$ cat config.mk
export PLATFORM = sky130hd
export DESIGN_NAME = gf180mcu_osu_dffn_bist
export DESIGN_NICKNAME = d
export VERILOG_FILES = /design/src/rtl/gf180mcu_osu_dffn_bist.sv
export SDC_FILE = /design/constraint.sdc
export NUM_CORES = 1
export LEC_CHECK = 0
export CAP_MARGIN = 10
export CORE_MARGIN = 2
export CORE_UTILIZATION = 35
export DETAILED_ROUTE_END_ITERATION = 10
export HOLD_SLACK_MARGIN = 0.08
export PLACE_DENSITY = 0.6
export SLEW_MARGIN = 20
export SYNTH_ARGS = -nofsm -noshare
export SYNTH_HDL_FRONTEND = slang
export SYNTH_SLANG_ARGS = --single-unit
$ cat constraint.sdc
create_clock -name clk_i -period 2.6 [get_ports clk_i]
set_clock_uncertainty 0.15 [all_clocks]
set_input_delay 0.52 -clock clk_i [delete_from_list [all_inputs] [get_ports clk_i]]
set_output_delay 0.52 -clock clk_i [all_outputs]
set_load 0.02 [all_outputs]
$ cat src/rtl/gf180mcu_osu_dffn_bist.sv
// gf180mcu_osu_dffn_bist: PRBS7 BIST controller for characterising the 9T negative-edge flop cells.
// Ports:
//   clk_i      - single clock, all state updates on the rising edge
//   rst_i      - synchronous active-high reset, has priority over start_i
//   start_i    - begin a test; only honoured in IDLE or DONE
//   len_i      - number of bits to launch, captured when start_i is accepted
//   d_out_o    - PRBS7 stimulus to the flop-under-test D pin, 0 outside RUN
//   q_in_i     - flop-under-test Q
//   qn_in_i    - flop-under-test QN
//   busy_o     - high in RUN and DRAIN
//   done_o     - high in DONE
//   err_cnt_o  - saturating mismatch count
//   pass_o     - done_o with a zero error count
module gf180mcu_osu_dffn_bist #(
    parameter int         LEN_W = 8,
    parameter int         ERR_W = 8,
    parameter int         LAT   = 2,
    parameter logic [6:0] SEED  = 7'h7F
) (
    input  logic             clk_i,
    input  logic             rst_i,
    input  logic             start_i,
    input  logic [LEN_W-1:0] len_i,
    output logic             d_out_o,
    input  logic             q_in_i,
    input  logic             qn_in_i,
    output logic             busy_o,
    output logic             done_o,
    output logic [ERR_W-1:0] err_cnt_o,
    output logic             pass_o
);
    typedef enum logic [1:0] {IDLE, RUN, DRAIN, DONE} state_e;

    // An all-zero seed would lock the LFSR, so it is replaced.
    localparam logic [6:0]       SEED_EFF   = (SEED == 7'd0) ? 7'h7F : SEED;
    localparam logic [ERR_W-1:0] ERR_MAX    = '1;
    localparam logic [LEN_W-1:0] DRAIN_LAST = LEN_W'(LAT - 1);

    state_e           state_q;
    logic [6:0]       lfsr_q;
    logic [6:0]       lfsr_d;
    logic [LEN_W-1:0] len_q;
    logic [LEN_W-1:0] cnt_q;
    logic [ERR_W-1:0] err_q;
    logic [ERR_W-1:0] err_d;
    // Each stage holds {valid, expected bit}; the last stage is the compare tap.
    logic [1:0]       dly_q [LAT];
    logic             accept;
    logic             last_bit;
    logic             drain_end;
    logic             mismatch;

    assign accept    = start_i && (state_q == IDLE || state_q == DONE);
    assign last_bit  = cnt_q == len_q - 1'b1;
    assign drain_end = cnt_q == DRAIN_LAST;
    assign lfsr_d    = {lfsr_q[5:0], lfsr_q[6] ^ lfsr_q[5]};
    // A broken QN path (not the inverse of Q) counts as a failure even when Q is right.
    assign mismatch  = dly_q[LAT-1][1] && (q_in_i != dly_q[LAT-1][0] || qn_in_i == q_in_i);
    assign err_d     = (mismatch && err_q != ERR_MAX) ? err_q + 1'b1 : err_q;

    always_ff @(posedge clk_i) begin
        if (rst_i) begin
            state_q <= IDLE;
            lfsr_q  <= SEED_EFF;
            len_q   <= '0;
            cnt_q   <= '0;
            err_q   <= '0;
            for (int k = 0; k < LAT; k++) dly_q[k] <= '0;
        end else begin
            dly_q[0] <= {state_q == RUN, lfsr_q[6]};
            for (int k = 1; k < LAT; k++) dly_q[k] <= dly_q[k-1];
            if (accept) begin
                lfsr_q  <= SEED_EFF;
                len_q   <= len_i;
                cnt_q   <= '0;
                err_q   <= '0;
                state_q <= (len_i != '0) ? RUN : DRAIN;
            end else begin
                err_q <= err_d;
                case (state_q)
                    RUN: begin
                        lfsr_q  <= lfsr_d;
                        cnt_q   <= last_bit ? '0 : cnt_q + 1'b1;
                        state_q <= last_bit ? DRAIN : RUN;
                    end
                    DRAIN: begin
                        cnt_q   <= cnt_q + 1'b1;
                        state_q <= drain_end ? DONE : DRAIN;
                    end
                    default: ;
                endcase
            end
        end
    end

    assign d_out_o   = (state_q == RUN) & lfsr_q[6];
    assign busy_o    = state_q == RUN || state_q == DRAIN;
    assign done_o    = state_q == DONE;
    assign err_cnt_o = err_q;
    assign pass_o    = done_o && err_q == '0;
endmodule

==> impl_metrics.csv <==
group,metric,value,unit
final_layout,num-fill-cells,526,
timing,rsz0062_at_grt,"no",
global_routing,grtUsageTotal,13.4,%
power_and_ir_drop,power.leakage,0.855,nW
synth,seq_area_frac_synth,39.0,%
setup_path,rr_startpoint,"len_q[1]$_SDFFE_PP0P_",
cts,post-cts-setup-buffers,0,
cts,ctsHtreeMaxLevel,2,
synth,synth.avg_cell_area,8.44,sq um
synth,yosys.area_share.adder,5.27,%
placement,post-place-ws,0.184,ns
final_layout,diodes,0,
synth,async_reset_ff_share,0,%
cts,numCtsBuffers,5,
timing,whs,0.280,ns
setup_path,cp_max_fo,4,
die,start_util,36.7,%
setup_path,path_cells,"inv_1, ha_1, inv_1, clkdlybuf4s50_1",
placement,place.gp.congestion,0.776,
synth,postSynthCellCount,225,
timing,final.setup.tns,0,ns
global_routing,grt_max_degree,17,
run_status,status,"complete, no violations",
power_and_ir_drop,ir_worst_vdd,0.000608,V
setup_path,crit_top_cell,"inv_1",
final_layout,drive_gt1_share,7.42,%
global_routing,grt_pass1_wl,6530,um
route,avgViaCountPerCell,4.98,
die,die_h,77.6,um
route,drcViolationCount,0,
route,detail_route.wl_per_cell,11.8,um
route,drtPass1Iterations,4,
cts,cts_resized,1,
synth,synth_compound_area_share,10.7,%
cts,cts_hold_buf,0,
synth,synth.top_cell.area_share,39.0,%
hold_path,hold_start,"dly_q[0][0]$_SDFF_PP0_",
die,io_pins,25,
placement,dpl.hpwl,2870,um
setup_path,slowest_delay,0.62,ns
hold_path,hold_end,"dly_q[0][2]$_SDFF_PP0_",
timing,period_share,95.3,%
synth,synth-edff-count,0,
synth,yosysWarnings,0,
synth,syn_nets,246,
synth,synth-seq-cells,37,
cts,cts_tree,"yes",
cts,cts_buffer_depth,2,
synth,synth_mux_area_share,3.16,%
synth,synth_cell_types,39,
timing,tightest_slew,0.707,ns
global_routing,grt_overflow,0,
setup_path,path_class,"register to output pin",
final_layout,syn2layout_area_growth,22.7,%
global_routing,grt_pass1_vias,1449,
cts,insertion_delay,0.29,ns
route,drtIter0Drc,51,
cts,cts_sinks,37,
timing,fmax,404,MHz
placement,numPortBuffers,24,
setup_path,critPathArrivalTime,1.81,ns
route,ant_nets,0,
setup_path,end_kind,"output pin",
hold_path,min_path_cells,1,
placement,placed_area,2250,sq um
synth,synth_top_family_by_area,"simple AND/OR/NAND/NOR gates",
cts,clkTransAtPathRegs,0.08,ns
setup_path,r2r_end,"cnt_q[4]$_SDFFE_PP0P_",
timing,hold_violations,0,
global_routing,antenna_found_initial,0,
die,rows,26,
synth,synth_flop_cell,"dfxtp_1",
route,wirelength,3850,um
die,core_area,5170,sq um
timing,setup_viol,0,
timing,min_period,2.48,ns
synth,yosys.area_share.xor_xnor,9.69,%
timing,final.setup.worst_slack,0.123,ns
die,design.die.area,6030,sq um
setup_path,crit_path_start_kind,"register",
route,route.vias.total,1624,
setup_path,rrSetupSlack,0.35,ns
die,fp.dieW,77.6,um
synth,yosysTopAreaCell,"dfxtp_1",
hold_path,min_path_type,"register to register",
synth,synthSimpleGateAreaFrac,28.9,%
synth,synth_area_leaders,"dfxtp_1 39%, nand2_1 6.9%, xnor2_1 6.0%, ha_1 5.3%, a21oi_1 4.0%",
setup_path,required,1.93,ns
cts,cts-root-buf,"clkbuf_8",
timing,slew_viol_final,0,
final_layout,post-route-cell-area,2330,sq um
setup_path,critPathSlowestCell,"clkdlybuf4s50_1",
final_layout,nets,276,
timing,slew_headroom,52.9,%
setup_path,r2r.worst_path.cells,7,
power_and_ir_drop,p_per_area,883,nW/um^2
run,drv_cap,0,
synth,syn_area,1900,sq um
cell usage after synthesis (all sizes together), types with 7 or more instances:
library cell   n
a21oi         15
clkbuf         7
dfxtp         37
ha             8
inv            8
nand2         35
nand3          8
nor2          18
nor2b          7
nor3          13
nor4           7
xnor2         13
xor2           8
sequential cells by signal (all words and copies together), names as in the netlist:
| register | flops |
|---|---|
| cnt_q | 8 |
| err_cnt_o | 8 |
| state_q | 2 |
| lfsr_q | 7 |
| len_q | 8 |
| dly_q | 4 |
where the power goes:
| part | switching [mW] | total [mW] | internal (mW) |
|---|---|---|---|
| combinational | 0.515 | 0.939 | 0.424 |
| sequential | 0.0895 | 0.736 | 0.646 |
| clock | 0.195 | 0.380 | 0.186 |
cells by family after synthesis:
logic type      Yosys count
fa+ha+maj                 8
buf+inv                  16
compound gates           30
flops                    37
simple gates            107
xor+xnor                 21
mux                       6
layout make-up:
cell class / instances / area (sq um) / share of cell area (%)
flip-flops and latches: 37 / 741 / 31.8
repair buffers: 31 / 292 / 12.5
multi-input cells: 172 / 1100 / 47.1
clock inverters: 2 / 10.0 / 0.430
clock buffers: 6 / 72.6 / 3.12
inverters: 8 / 30.0 / 1.29
well taps: 70 / 87.6 / 3.76
how the worst max path moves through the flow:
| stage | startpoint | end | slack (ns) | cells past startpoint |
|---|---|---|---|---|
| after floorplan | err_cnt_o[7]$_SDFFE_PP0P_ | pass_o | 0.38 | 2 |
| after global placement | q_in_i | err_cnt_o[4]$_SDFFE_PP0P_ | 0.26 | 6 |
| after detailed placement | err_cnt_o[7]$_SDFFE_PP0P_ | pass_o | 0.18 | 3 |
| after CTS | state_q[0]$_SDFFE_PP0P_ | busy_o | 0.10 | 4 |
| after global routing | state_q[0]$_SDFFE_PP0P_ | busy_o | 0.02 | 4 |
| final | state_q[0]$_SDFFE_PP0P_ | busy_o | 0.12 | 4 |
routing by layer:
metal  part of all wire [%]  GRT usage, %  vias up
li1                       -             -      844
met1                     50          18.1      745
met2                     46          20.9       30
met3                    3.4          3.84        5
met4                    1.0          3.93        0
met5                      0             0        -
per-stage QoR:
step           utilization (%)  instances  power (mW)
6_report                  45.0        326        2.06
5_1_grt                   45.0        326        2.22
4_1_cts                   45.0        326        2.07
3_5_place_dp              43.4        318        1.69
3_3_place_gp              43.4        318        1.68
2_1_floorplan                -        225        1.40
worst max-delay path, delay by kind of cell, from the launching register on:
kind       cells  cell delay (ns)
buf+inv        3             0.82
flops          1             0.40
fa+ha+maj      1             0.31
layout by cell type, fill, tap and decap left out, types with 2 or more instances in the layout:
master and count:
o41ai_1 3, nor4_1 6, nand4_1 3, xnor2_1 13, clkbuf_8 5, o21ai_0 3
dfxtp_1 37, inv_1 8, or4_1 2, ha_1 8, nand3_1 8, nand2b_1 2
xor2_1 8, buf_4 7, clkinv_2 2, nor3_1 13, nor2b_1 7, nand2_1 35
mux2i_1 6, and2_1 2, and3_1 3, nor2_1 18, clkdlybuf4s50_1 23, a21oi_1 15
Power figures use the tool's default switching activity.
